## src/rtl/branch_resolve.sv

```systemverilog
// Branch resolution unit: holds the branch in EX, evaluates its condition
// against the EX operands, strobes the predictor update, raises a one-cycle
// flush with the corrected PC on a mispredict and keeps branch statistics.
module branch_resolve (
  input  logic        clk,
  input  logic        rst,
  input  logic        id_valid,
  input  logic        id_insBRA,
  input  logic [31:0] id_pc,
  input  logic [31:0] id_imm,
  input  logic [2:0]  id_funct3,
  input  logic        id_pred_taken,
  input  logic [31:0] ex_rs1,
  input  logic [31:0] ex_rs2,
  input  logic        stall,
  output logic        update_en,
  output logic        actual_taken,
  output logic [31:0] update_pc,
  output logic        flush,
  output logic [31:0] redirect_pc,
  output logic [31:0] branch_cnt,
  output logic [31:0] mispred_cnt
);

  typedef enum logic {RUN, SQUASH} state_t;

  state_t      state;
  state_t      next_state;

  logic        ex_valid;
  logic        ex_resolved;
  logic [31:0] ex_pc;
  logic [31:0] ex_imm;
  logic [2:0]  ex_funct3;
  logic        ex_pred;

  logic        cond_ok;
  logic        taken;
  logic        resolve;
  logic        mispredict;
  logic [31:0] target;

  // Evaluate the branch condition held in EX; 010/011 are not branches.
  always_comb begin
    cond_ok = 1'b1;
    taken   = 1'b0;
    case (ex_funct3)
      3'b000:  taken = (ex_rs1 == ex_rs2);
      3'b001:  taken = (ex_rs1 != ex_rs2);
      3'b100:  taken = ($signed(ex_rs1) <  $signed(ex_rs2));
      3'b101:  taken = ($signed(ex_rs1) >= $signed(ex_rs2));
      3'b110:  taken = (ex_rs1 <  ex_rs2);
      3'b111:  taken = (ex_rs1 >= ex_rs2);
      default: cond_ok = 1'b0;
    endcase
  end

  // A valid EX entry resolves once; the resolved flag blocks repeats while stalled.
  always_comb begin
    resolve    = (state == RUN) && ex_valid && !ex_resolved && cond_ok;
    mispredict = resolve && (taken != ex_pred);
    target     = taken ? (ex_pc + ex_imm) : (ex_pc + 32'd4);
  end

  // Next-state logic: a mispredict costs exactly one squash cycle.
  always_comb begin
    next_state = state;
    case (state)
      RUN:     if (mispredict) next_state = SQUASH;
      SQUASH:  next_state = RUN;
      default: next_state = RUN;
    endcase
  end

  // State register.
  always_ff @(posedge clk) begin
    if (rst) state <= RUN;
    else     state <= next_state;
  end

  // EX register: drop wrong-path work on mispredict/squash, otherwise follow stall.
  always_ff @(posedge clk) begin
    if (rst) begin
      ex_valid    <= 1'b0;
      ex_resolved <= 1'b0;
      ex_pc       <= 32'd0;
      ex_imm      <= 32'd0;
      ex_funct3   <= 3'd0;
      ex_pred     <= 1'b0;
    end else if (mispredict || (state == SQUASH)) begin
      ex_valid    <= 1'b0;
      ex_resolved <= 1'b0;
    end else if (!stall) begin
      ex_valid    <= id_valid && id_insBRA;
      ex_resolved <= 1'b0;
      ex_pc       <= id_pc;
      ex_imm      <= id_imm;
      ex_funct3   <= id_funct3;
      ex_pred     <= id_pred_taken;
    end else if (resolve) begin
      ex_resolved <= 1'b1;
    end
  end

  // Registered resolution outputs and performance counters.
  always_ff @(posedge clk) begin
    if (rst) begin
      update_en    <= 1'b0;
      actual_taken <= 1'b0;
      update_pc    <= 32'd0;
      flush        <= 1'b0;
      redirect_pc  <= 32'd0;
      branch_cnt   <= 32'd0;
      mispred_cnt  <= 32'd0;
    end else begin
      update_en    <= resolve;
      actual_taken <= resolve && taken;
      flush        <= mispredict;
      redirect_pc  <= mispredict ? target : 32'd0;
      if (resolve)    update_pc   <= ex_pc;
      if (resolve)    branch_cnt  <= branch_cnt + 32'd1;
      if (mispredict) mispred_cnt <= mispred_cnt + 32'd1;
    end
  end

endmodule
```

## config.mk

```make
export PLATFORM = sky130hd
export DESIGN_NAME = branch_resolve
export DESIGN_NICKNAME = d
export VERILOG_FILES = /design/src/rtl/branch_resolve.sv
export SDC_FILE = /design/constraint.sdc
export NUM_CORES = 1
export LEC_CHECK = 0
export ABC_CLOCK_PERIOD_IN_PS = 9400
export CAP_MARGIN = 5
export CORE_ASPECT_RATIO = 1.2
export CORE_MARGIN = 2
export CORE_UTILIZATION = 45
export CTS_BUF_LIST = sky130_fd_sc_hd__clkbuf_4
export CTS_CLUSTER_SIZE = 40
export DETAILED_ROUTE_END_ITERATION = 7
export PLACE_DENSITY = 0.68
export REMOVE_ABC_BUFFERS = 1
export SLEW_MARGIN = 40
export SYNTH_ARGS = -nofsm -noshare
export SYNTH_HDL_FRONTEND = slang
export SYNTH_SLANG_ARGS = --single-unit
```

## constraint.sdc

```tcl
create_clock -name clk -period 9.4 [get_ports clk]
set_input_delay 2.35 -clock clk [delete_from_list [all_inputs] [get_ports clk]]
set_output_delay 2.35 -clock clk [all_outputs]
set_load 0.01 [all_outputs]
```

Yosys cells after proc, flatten, opt, wreduce, memory -nomap -nowiden
Index checks and enable logic that the tools add are counted.
W data, S select, Z words.
- flip-flop bits (word level): 202
- input bits: 137
- output and inout bits: 131
- logic and storage cells: 53
- add/sub/neg operators: 4
- order comparisons: 4
- equality and inequality tests: 8
- mux-type cells: 5
- bitwise operators: 4
- reductions and logical operators: 14
- operators with widths (cell ; count):
    $add A32 B1 Y32 const B ; 2
    $ge A32 B32 Y1 ; 2
    $lt A32 B32 Y1 ; 2
    $add A32 B3 Y32 const B ; 1
    $add A32 B32 Y32 ; 1
    $eq A32 B32 Y1 ; 1
    $mux W32 ; 1
    $ne A32 B32 Y1 ; 1
    $eq A3 B3 Y1 const B ; 4
    $logic_and A1 B1 Y1 ; 6
    $pmux W1 S6 ; 1
    $reduce_or A6 Y1 ; 1
    $not A1 Y1 ; 4
    $reduce_or A2 Y1 ; 2
    $eq A3 B1 Y1 const B ; 1
    $logic_not A3 Y1 ; 1
    $reduce_or A3 Y1 ; 1
    $mux W1 ; 2
    $pmux W1 S2 ; 1
    $reduce_and A2 Y1 ; 1
    $logic_not A1 Y1 ; 1
    $logic_or A1 B1 Y1 ; 1
    $ne A1 B1 Y1 ; 1

Longest topological paths before layout
Gate-level depths: netlist (run 1).
- word-level depth: 8
- depth in mapped cells: 14
- depth with buffers taken out: 12

Worst setup path after synthesis (run 1)
OpenSTA, ideal clock, no wires.
- kind: in2reg
- start: input ex_rs2[23]
- end: register ex_imm[15]
- library setup time: 0.129 ns
- data arrival time: 4.947 ns
- required time: 9.271 ns
- path slack: 4.324 ns
- stages: 12
- path buffers: 3
- cells stage by stage: inv_1 ha_1 nand4_1 or4_4 a31oi_4 a211oi_1 o22a_2 a2111oi_4 buf_4 buf_4 buf_4 o211ai_1
- longest elaborated chain between the ends: 7
- elaborated cells between the ends (all ways): 12
- those cells by class: order compare (4); eq/ne (3); mux (1); bitwise (1); reduce/logical (3)
- RTL lines (element ; RTL line ; source):
    start, declared ; 14 ; input logic [31:0] ex_rs2,
    $ge A32 B32 Y1, or another cell as far along ; 53 ; 3'b111: taken = (ex_rs1 >= ex_rs2);
    $pmux W1 S6 (*) ; 47 ; case (ex_funct3)
    $ne A1 B1 Y1 (*) ; 61 ; mispredict = resolve && (taken != ex_pred);
    $logic_and A1 B1 Y1 (*) ; 61 ;
    $logic_or A1 B1 Y1 (*) ; 90 ; end else if (mispredict || (state == SQUASH)) begin
    $not A1 Y1 (no line) (*) ; - ;
    $reduce_and A2 Y1 (no line) (*) ; - ;
    end signal, assigned ; 97 ; ex_imm <= id_imm;
    end, declared ; 33 ; logic [31:0] ex_imm;
Every way passes the cells marked *; elsewhere a longest branch is shown, timed or not.
A chain may end at the register's enable or synchronous reset.

Worst setup path after layout (run 1)
- start: input ex_rs2[14]
- end: register mispred_cnt[14]
- longest elaborated chain between the ends: 4
- elaborated cells between the ends (all ways): 9
- those cells by class: order compare (4); eq/ne (3); mux (1); reduce/logical (1)
- RTL lines (element ; RTL line ; source):
    $ge A32 B32 Y1, or another cell as far along ; 53 ;
    $pmux W1 S6 (*) ; 47 ;
    $ne A1 B1 Y1 (*) ; 61 ;
    $logic_and A1 B1 Y1 (*) ; 61 ;
    end signal, assigned ; 122 ; if (mispredict) mispred_cnt <= mispred_cnt + 32'd1;
    end, declared ; 22 ; output logic [31:0] mispred_cnt
Marked as above.

==> results.sh, run 1 <==
export IMPL_outcome="completed"
export IMPL_place_gp_congestion=0.835
export IMPL_synthDominantAreaCellType="dfxtp_1"
export IMPL_start_util=0.457
export IMPL_finalCritPeriodShare=0.605
export IMPL_chipHeight_um=186
export IMPL_antenna_found_initial=1
export IMPL_clockBufferDepth=3
export IMPL_drc=0
export IMPL_numCtsBuffers=54
export IMPL_fin_ws_ps=3710
export IMPL_initialDrtViolationCount=546
export IMPL_die_area_um2=29000
export IMPL_min_period_ps=5690
export IMPL_numClockSinks=202
export IMPL_cp_top_family="compound AO/OA/AOI/OAI gates"
export IMPL_nets=2008
export IMPL_ys_flop_type="dfxtp_1"
export IMPL_crit_type="input port to register"
export IMPL_powerDensity_nw_per_um2=142
export IMPL_wl_um=35600
export IMPL_slew_limit_headroom=0.373
export IMPL_cts_root_buf="clkbuf_4"
export IMPL_cts_resized=0
export IMPL_vias=12300
export IMPL_tightestPinTransition_ps=940
export IMPL_syn_to_final_growth_pct=27.3
export IMPL_cp_cell_sequence="clkdlybuf4s50_1 -> inv_1 -> ha_1 -> nand4_1 -> nor2_1 -> a221oi_1 -> a31oi_4 -> o32ai_2 -> nor3_2 -> a2111oi_4 -> buf_12 -> nor4_1 -> mux2_2"
export IMPL_vias_per_cell=5.65
export IMPL_layout_drive_gt1_share=0.0740
export IMPL_grt_overflow=0
export IMPL_core_area_um2=27200
export IMPL_dr_pass1_iters=5
export IMPL_hp_start="update_pc[26]"
export IMPL_grt_util_all_layers=0.237
export IMPL_p_leak_nw=5.68
export IMPL_max_cap_violations=0
export IMPL_synth_common_cells="nand2_1, dfxtp_1, nor2_1, a21oi_1, clkbuf_1"
export IMPL_netlist_area_um2=12400
export IMPL_ant_nets=0
export IMPL_critPathMaxFanout=187
export IMPL_rsz0062_at_grt="no"
export IMPL_crit_path_start_kind="input port"
export IMPL_avgSynthCellArea_um2=7.86
export IMPL_synth_seq_cells=202
export IMPL_fmax_ghz=0.176
export IMPL_cts_tree="yes"
export IMPL_crit_buf_inv=3
export IMPL_grt_pass1_wl_um=56800
export IMPL_yosysMostFrequentCell="nand2_1"
export IMPL_postCtsHoldBufs=0
export IMPL_netlist_top_cells_area="dfxtp_1, nand2_1, ha_1, nor3b_1, a21oi_1"
export IMPL_critical_path_startpoint="ex_rs2[14]"
export IMPL_yosysSeqAreaShare=0.326
export IMPL_cp_slowest_stage_delay_ps=480
export IMPL_insertion_delay_ps=660
export IMPL_grt_pass1_vias=11700
export IMPL_post_cts_buffers=0
export IMPL_synth_edff_count=0
export IMPL_drv_slew=0
export IMPL_syn_inst=1580
export IMPL_fin_tns_setup_ps=0
export IMPL_finalHoldViolCount=0
export IMPL_finalSetupViolCount=0
export IMPL_crit_path_end_kind="register"
export IMPL_dp_hpwl_um=24000
export IMPL_critPathArrivalTime_ps=6230
export IMPL_hold_class="register to register"
export IMPL_post_place_ws_ps=3210
export IMPL_reg2reg_from="ex_funct3[2]"
export IMPL_ys_warn_count=0
export IMPL_io_buffer_count=267
export IMPL_row_count=66
export IMPL_yosysTopAreaCellShare=0.326
export IMPL_async_flop_share=0
export IMPL_cp_slowest_cell="a221oi_1"
export IMPL_crit_required_ps=9940
export IMPL_htree_levels=2
export IMPL_io_pins=268
export IMPL_routedWlPerCell_um=16.3
export IMPL_ir_drop_mv=0.115
export IMPL_die_width_um=156
export IMPL_clock_skew_ps=23.7
export IMPL_clk_pin_slew_worst_paths_ps=60
export IMPL_grt_max_degree=188
export IMPL_synthDistinctLibCells=65
-- routing by layer --
metal / track usage / share of wire
met1: 0.289 / 0.44
met2: 0.414 / 0.48
met3: 0.0433 / 0.059
met4: 0.0906 / 0.029
met5: 0 / 0
-- flip-flops by register name, summed over array words and instances, names as in the netlist --
register / count
ex_imm: 32
ex_funct3: 3
ex_valid: 1
mispred_cnt: 32
state: 1
ex_resolved: 1
flush: 1
ex_pc: 32
ex_pred: 1
actual_taken: 1
redirect_pc: 32
update_pc: 32
branch_cnt: 32
update_en: 1
-- final timing paths --
kind	endpoint	slack (ps)	depth (start not counted)
setup / recovery	mispred_cnt[14]	3710	13
hold reg to reg	update_pc[26]	450	2
hold / removal	update_pc[26]	450	2
setup reg to reg	mispred_cnt[23]	6220	8
-- cell usage in the layout (no fill, tap or decap), types with 42 or more instances in the layout --
cell type        Yosys  final
nand3_1             47     47
nor3b_1             69     69
clkbuf_4             0     80
o311ai_0            44     44
ha_1                66     66
nor2b_1             46     46
o211ai_1            42     42
nand2_1            280    279
nor2_1             104    103
dfxtp_1            202    202
inv_1               60     59
clkdlybuf4s50_1      0    266
a21oi_1            103    103
-- worst reg2reg max path, stage by stage (launching register included) --
cell	delay (ps)
dfxtp_1	480
nor2b_1	150
nor3_2	160
buf_4	470
and3_1	530
nand2_1	300
or2_2	410
nor3b_1	230
mux2_1	340
-- report_power, final --
group / leakage, nW / total [W] / internal [W] / switching (W)
clock: 0.390 / 0.000748 / 0.000384 / 0.000364
sequential: 1.65 / 0.000954 / 0.000900 / 0.0000543
combinational: 3.65 / 0.000543 / 0.000230 / 0.000313
total: 5.68 / 0.00224 / 0.00151 / 0.000731
-- through the flow --
step           std cells  hold WS [ps]  cell area, µm²  power (W)   util
2_1_floorplan       1470           452           11900    0.00132      -
3_3_place_gp        2088           443           15200    0.00150  0.558
3_5_place_dp        2088           447           15200    0.00151  0.558
4_1_cts             2177           456           15800    0.00227  0.582
5_1_grt             2178           471           15800    0.00239  0.582
6_report            2178           452           15800    0.00224  0.582
-- cell type report --
class,instances,area (µm²)
Multi-Input combinational cell,1208,7700
Fill cell,2527,11400
Antenna cell,1,2.50
Timing Repair Buffer,278,2780
Clock buffer,80,601
Sequential cell,202,4040
Clock inverter,9,36.3
Tap cell,340,425
Inverter,60,225
-- cell families (layout without fill, tap and decap cells) --
kind of cell / after synthesis / after routing / synth area share
xor+xnor: 80 / 80 / 0.0564
flops: 202 / 202 / 0.326
buf+inv: 170 / 427 / 0.0561
compound gates: 369 / 369 / 0.211
other cells: 0 / 1 / 0
fa+ha+maj: 67 / 67 / 0.0681
simple gates: 679 / 679 / 0.271
mux: 13 / 13 / 0.0116
Note: power is estimated with default switching activity, not from simulation.
==> run 2, diff against run 1 <==
--- a/config.mk
+++ b/config.mk
@@ -5,7 +5,7 @@
 export SDC_FILE = /design/constraint.sdc
 export NUM_CORES = 1
 export LEC_CHECK = 0
-export ABC_CLOCK_PERIOD_IN_PS = 9400
+export ABC_CLOCK_PERIOD_IN_PS = 5600
 export CAP_MARGIN = 5
 export CORE_ASPECT_RATIO = 1.2
 export CORE_MARGIN = 2
==> constraint.sdc (replaced) <==
create_clock -name clk -period 5.6 [get_ports clk]
set_input_delay 1.4 -clock clk [delete_from_list [all_inputs] [get_ports clk]]
set_output_delay 1.4 -clock clk [all_outputs]
set_load 0.01 [all_outputs]
==> results.sh, run 2 (synthesis results as in run 1) <==
export IMPL_p_leak_nw=5.72
export IMPL_outcome="completed"
export IMPL_grt_pass1_wl_um=57500
export IMPL_critPathMaxFanout=103
export IMPL_io_pins=268
export IMPL_critPathArrivalTime_ps=5000
export IMPL_clk_pin_slew_worst_paths_ps=60
export IMPL_core_area_um2=27200
export IMPL_powerDensity_nw_per_um2=240
export IMPL_cts_resized=0
export IMPL_drv_slew=0
export IMPL_mostFrequentLayoutCells="nand2_1, clkdlybuf4s50_1, dfxtp_1, a21oi_1, nor2_1"
export IMPL_die_width_um=156
export IMPL_routedWlPerCell_um=16.4
export IMPL_die_area_um2=29000
export IMPL_finalSetupViolCount=0
export IMPL_fin_ws_ps=1150
export IMPL_clock_skew_ps=27.8
export IMPL_vias_per_cell=5.61
export IMPL_drc=0
export IMPL_tightestPinTransition_ps=816
export IMPL_grt_pass1_vias=11600
export IMPL_crit_path_start_kind="input port"
export IMPL_cts_tree="yes"
export IMPL_grt_util_all_layers=0.239
export IMPL_postCtsHoldBufs=0
export IMPL_wl_um=35700
export IMPL_fmax_ghz=0.225
export IMPL_hold_class="register to register"
export IMPL_row_count=66
export IMPL_fin_util=0.585
export IMPL_final_common_cell="nand2_1"
export IMPL_nets=2012
export IMPL_p_total_w=0.00382
export IMPL_cts_root_buf="clkbuf_4"
export IMPL_finalCritPeriodShare=0.794
export IMPL_finalHoldViolCount=0
export IMPL_dr_pass1_iters=5
export IMPL_insertion_delay_ps=660
export IMPL_ir_drop_mv=0.139
export IMPL_crit_type="input port to register"
export IMPL_chipHeight_um=186
export IMPL_min_period_ps=4450
export IMPL_crit_required_ps=6150
export IMPL_numClockSinks=202
export IMPL_antenna_found_initial=1
export IMPL_final_area_um2=15900
export IMPL_clockBufferDepth=3
export IMPL_crit_path_end_kind="register"
export IMPL_dpl_cell_area_um2=15200
export IMPL_max_cap_violations=0
export IMPL_layout_drive_gt1_share=0.0750
export IMPL_initialDrtViolationCount=646
export IMPL_post_cts_buffers=0
export IMPL_fillCellCount=2538
export IMPL_rsz0062_at_grt="no"
export IMPL_dp_hpwl_um=24600
export IMPL_numCtsBuffers=53
export IMPL_grt_max_degree=104
export IMPL_slew_limit_headroom=0.456
export IMPL_syn_to_final_growth_pct=27.9
export IMPL_ant_nets=0
export IMPL_grt_overflow=0
export IMPL_place_gp_congestion=0.840
export IMPL_htree_levels=2
export IMPL_post_place_ws_ps=484
export IMPL_vias=12200
export IMPL_io_buffer_count=267
export IMPL_whs_ps=450
export IMPL_start_util=0.457
-- run 2: cell types whose count changed in the layout (fill, tap and decap cells not counted), sizes merged --
cell and delta:
inv -1, bufinv +1, clkinv -2, buf +5
-- run 2: worst max-delay path, stage by stage --
cell	delay, ps
clkdlybuf4s50_1	450
inv_1	40
ha_1	360
nand4_1	220
or4_4	500
a31oi_4	220
a2bb2oi_1	290
nor3b_1	130
a2111oi_4	470
buf_12	370
nor3b_1	120
mux2_1	330
-- run 2: final cells by class --
class                   count  area (µm²)  area share
flip-flops and latches    202        4040       0.255
diodes                      1        2.50    0.000158
multi-input cells        1208        7690       0.484
clock inverters             7        52.6     0.00331
repair buffers            283        2840       0.179
clock buffers              80         601      0.0378
inverters                  60         225      0.0142
well taps                 340         425      0.0268
-- run 2: metrics by stage --
stage                     TNS, ps  std cells
final                           0       2181
after global routing            0       2181
after CTS                       0       2180
after detailed placement        0       2093
after global placement          0       2093
after floorplan           -303740       1470
-- run 2: per-layer routing --
layer / up-vias / global-route usage / routed length, µm
li1: 6166 / - / -
met1: 5661 / 0.298 / 15700
met2: 338 / 0.419 / 17100
met3: 65 / 0.0412 / 1910
met4: 0 / 0.0782 / 871
met5: - / 0 / 0
-- run 2: where the power goes --
group          switching (W)  internal, W  total (W)  leakage (nW)
sequential         0.0000926      0.00151    0.00160          1.65
combinational       0.000528     0.000400   0.000929          3.68
clock               0.000602     0.000686    0.00129         0.392
total                0.00122      0.00260    0.00382          5.72
-- run 2: worst paths after layout --
kind | startpoint | end | slack, ps | cells after the start
min reg2reg | update_pc[0] | update_pc[0] | 450 | 2
max reg2reg | ex_pc[0] | redirect_pc[26] | 2380 | 12
max | ex_rs2[31] | mispred_cnt[23] | 1150 | 12
min | update_pc[0] | update_pc[0] | 450 | 2
==> run 3, diff against run 2 <==
--- a/config.mk
+++ b/config.mk
@@ -5,7 +5,7 @@
 export SDC_FILE = /design/constraint.sdc
 export NUM_CORES = 1
 export LEC_CHECK = 0
-export ABC_CLOCK_PERIOD_IN_PS = 5600
+export ABC_CLOCK_PERIOD_IN_PS = 4400
 export CAP_MARGIN = 5
 export CORE_ASPECT_RATIO = 1.2
 export CORE_MARGIN = 2
==> constraint.sdc (replaced) <==
create_clock -name clk -period 4.4 [get_ports clk]
set_input_delay 1.1 -clock clk [delete_from_list [all_inputs] [get_ports clk]]
set_output_delay 1.1 -clock clk [all_outputs]
set_load 0.01 [all_outputs]
==> results.sh, run 3 (synthesis results as in run 1) <==
export IMPL_ant_nets=0
export IMPL_post_place_ws_ps=-251
export IMPL_chipHeight_um=186
export IMPL_crit_required_ps=4900
export IMPL_core_area_um2=27200
export IMPL_mostFrequentLayoutCells="nand2_1, clkdlybuf4s50_1, dfxtp_1, a21oi_1, nor2_1"
export IMPL_die_width_um=156
export IMPL_powerDensity_nw_per_um2=307
export IMPL_insertion_delay_ps=680
export IMPL_clk_pin_slew_worst_paths_ps=60
export IMPL_cts_resized=0
export IMPL_cp_slowest_stage_delay_ps=450
export IMPL_multi_input_area_um2=7690
export IMPL_seqCellArea_um2=4040
export IMPL_numCtsBuffers=54
export IMPL_fin_ws_ps=417
export IMPL_numClockSinks=202
export IMPL_grt_max_degree=141
export IMPL_cts_tree="yes"
export IMPL_fin_tns_setup_ps=0
export IMPL_grt_pass1_wl_um=57600
export IMPL_wl_um=36300
export IMPL_outcome="completed"
export IMPL_grt_pass1_vias=11800
export IMPL_crit_type="input port to register"
export IMPL_crit_buf_inv=7
export IMPL_cp_cell_sequence="clkdlybuf4s50_1 -> inv_1 -> ha_1 -> nand4_1 -> nor2_1 -> a221oi_1 -> buf_4 -> a31oi_4 -> a211oi_1 -> nor3_1 -> buf_4 -> a2111oi_4 -> buf_12 -> buf_4 -> buf_12 -> o311ai_0"
export IMPL_clock_skew_ps=58.2
export IMPL_syn_to_final_growth_pct=30.5
export IMPL_row_count=66
export IMPL_p_leak_nw=5.90
export IMPL_slew_limit_headroom=0.501
export IMPL_start_util=0.457
export IMPL_fmax_ghz=0.251
export IMPL_hold_class="register to register"
export IMPL_io_buffer_count=267
export IMPL_layout_drive_gt1_share=0.0885
export IMPL_cts_root_buf="clkbuf_4"
export IMPL_vias=12500
export IMPL_dr_pass1_iters=7
export IMPL_initialDrtViolationCount=669
export IMPL_htree_levels=2
export IMPL_nets=2047
export IMPL_numPlacedInstances=2127
export IMPL_stdcell_count=2227
export IMPL_rsz0062_at_grt="no"
export IMPL_drc=0
export IMPL_finalCritPeriodShare=0.905
export IMPL_io_pins=268
export IMPL_crit_path_end_kind="register"
export IMPL_post_cts_buffers=0
export IMPL_critPathArrivalTime_ps=4480
export IMPL_grt_overflow=0
export IMPL_crit_path_start_kind="input port"
export IMPL_die_area_um2=29000
export IMPL_finalHoldViolCount=0
export IMPL_antenna_found_initial=1
export IMPL_whs_ps=455
export IMPL_dpl_cell_area_um2=15500
export IMPL_final_area_um2=16200
export IMPL_dp_hpwl_um=25600
export IMPL_place_gp_congestion=0.874
export IMPL_drv_slew=0
export IMPL_ir_drop_mv=0.173
export IMPL_grt_util_all_layers=0.240
export IMPL_min_period_ps=3980
export IMPL_final_common_cell="nand2_1"
export IMPL_vias_per_cell=5.62
export IMPL_hold_depth=2
export IMPL_cp_num_cells=16
export IMPL_routedWlPerCell_um=16.3
export IMPL_max_cap_violations=0
export IMPL_finalSetupViolCount=0
export IMPL_critPathMaxFanout=24
export IMPL_clockBufferDepth=3
export IMPL_cp_common_cell="buf_4"
export IMPL_postCtsHoldBufs=0
export IMPL_cp_slowest_cell="clkdlybuf4s50_1"
export IMPL_rr_worst_depth=12
export IMPL_tightestPinTransition_ps=748
export IMPL_fillCellCount=2472
export IMPL_cp_top_family="buffers and inverters"
[run 3: cell types whose count changed in the layout (fill, tap and decap cells not counted)]
cell        change
clkinv_1       +17
inv_2           +1
clkinv_2        +1
buf_12          +4
clkbuf_4        -8
buf_6           -1
clkinvlp_4      +1
buf_4          +31
[run 3: final timing paths]
check | startpoint | to | slack [ps]
max | ex_rs2[14] | ex_pc[14] | 420
min | update_pc[29] | update_pc[29] | 450
max reg2reg | ex_pc[0] | redirect_pc[26] | 1160
min reg2reg | update_pc[29] | update_pc[29] | 450
[run 3: area by class of cell]
class | instances | area share
clock inverter | 27 | 0.00818
timing repair buffer | 317 | 0.194
multi-input combinational | 1208 | 0.475
antenna | 1 | 0.000154
tap | 340 | 0.0263
inverter | 60 | 0.0139
sequential | 202 | 0.250
clock buffer | 72 | 0.0334
[run 3: tightest hold or removal path, delay by kind of cell, from the launching register on]
family	cells	cell delay (ps)
AOI/OAI and AO/OA	1	50
DFF	1	310
and+or+nand+nor	1	50
[run 3: metrics by stage]
stage	total power (W)	util
after floorplan	0.00281	-
after global placement	0.00333	0.571
after detailed placement	0.00336	0.572
after CTS	0.00501	0.596
after global routing	0.00526	0.596
final	0.00497	0.596
[run 3: power by group]
part | switching [W] | internal [W] | leakage, nW
combinational | 0.000697 | 0.000597 | 3.86
sequential | 0.000120 | 0.00192 | 1.65
clock | 0.000809 | 0.000824 | 0.390
total | 0.00163 | 0.00334 | 5.90
[run 3: metal layers]
layer	part of all wire	routed length (µm)	track usage	up-vias
met5	0	0	0	-
met4	0.025	920	0.0840	0
met3	0.060	2170	0.0440	63
met2	0.48	17400	0.415	399
met1	0.43	15700	0.301	5789
li1	-	-	-	6255
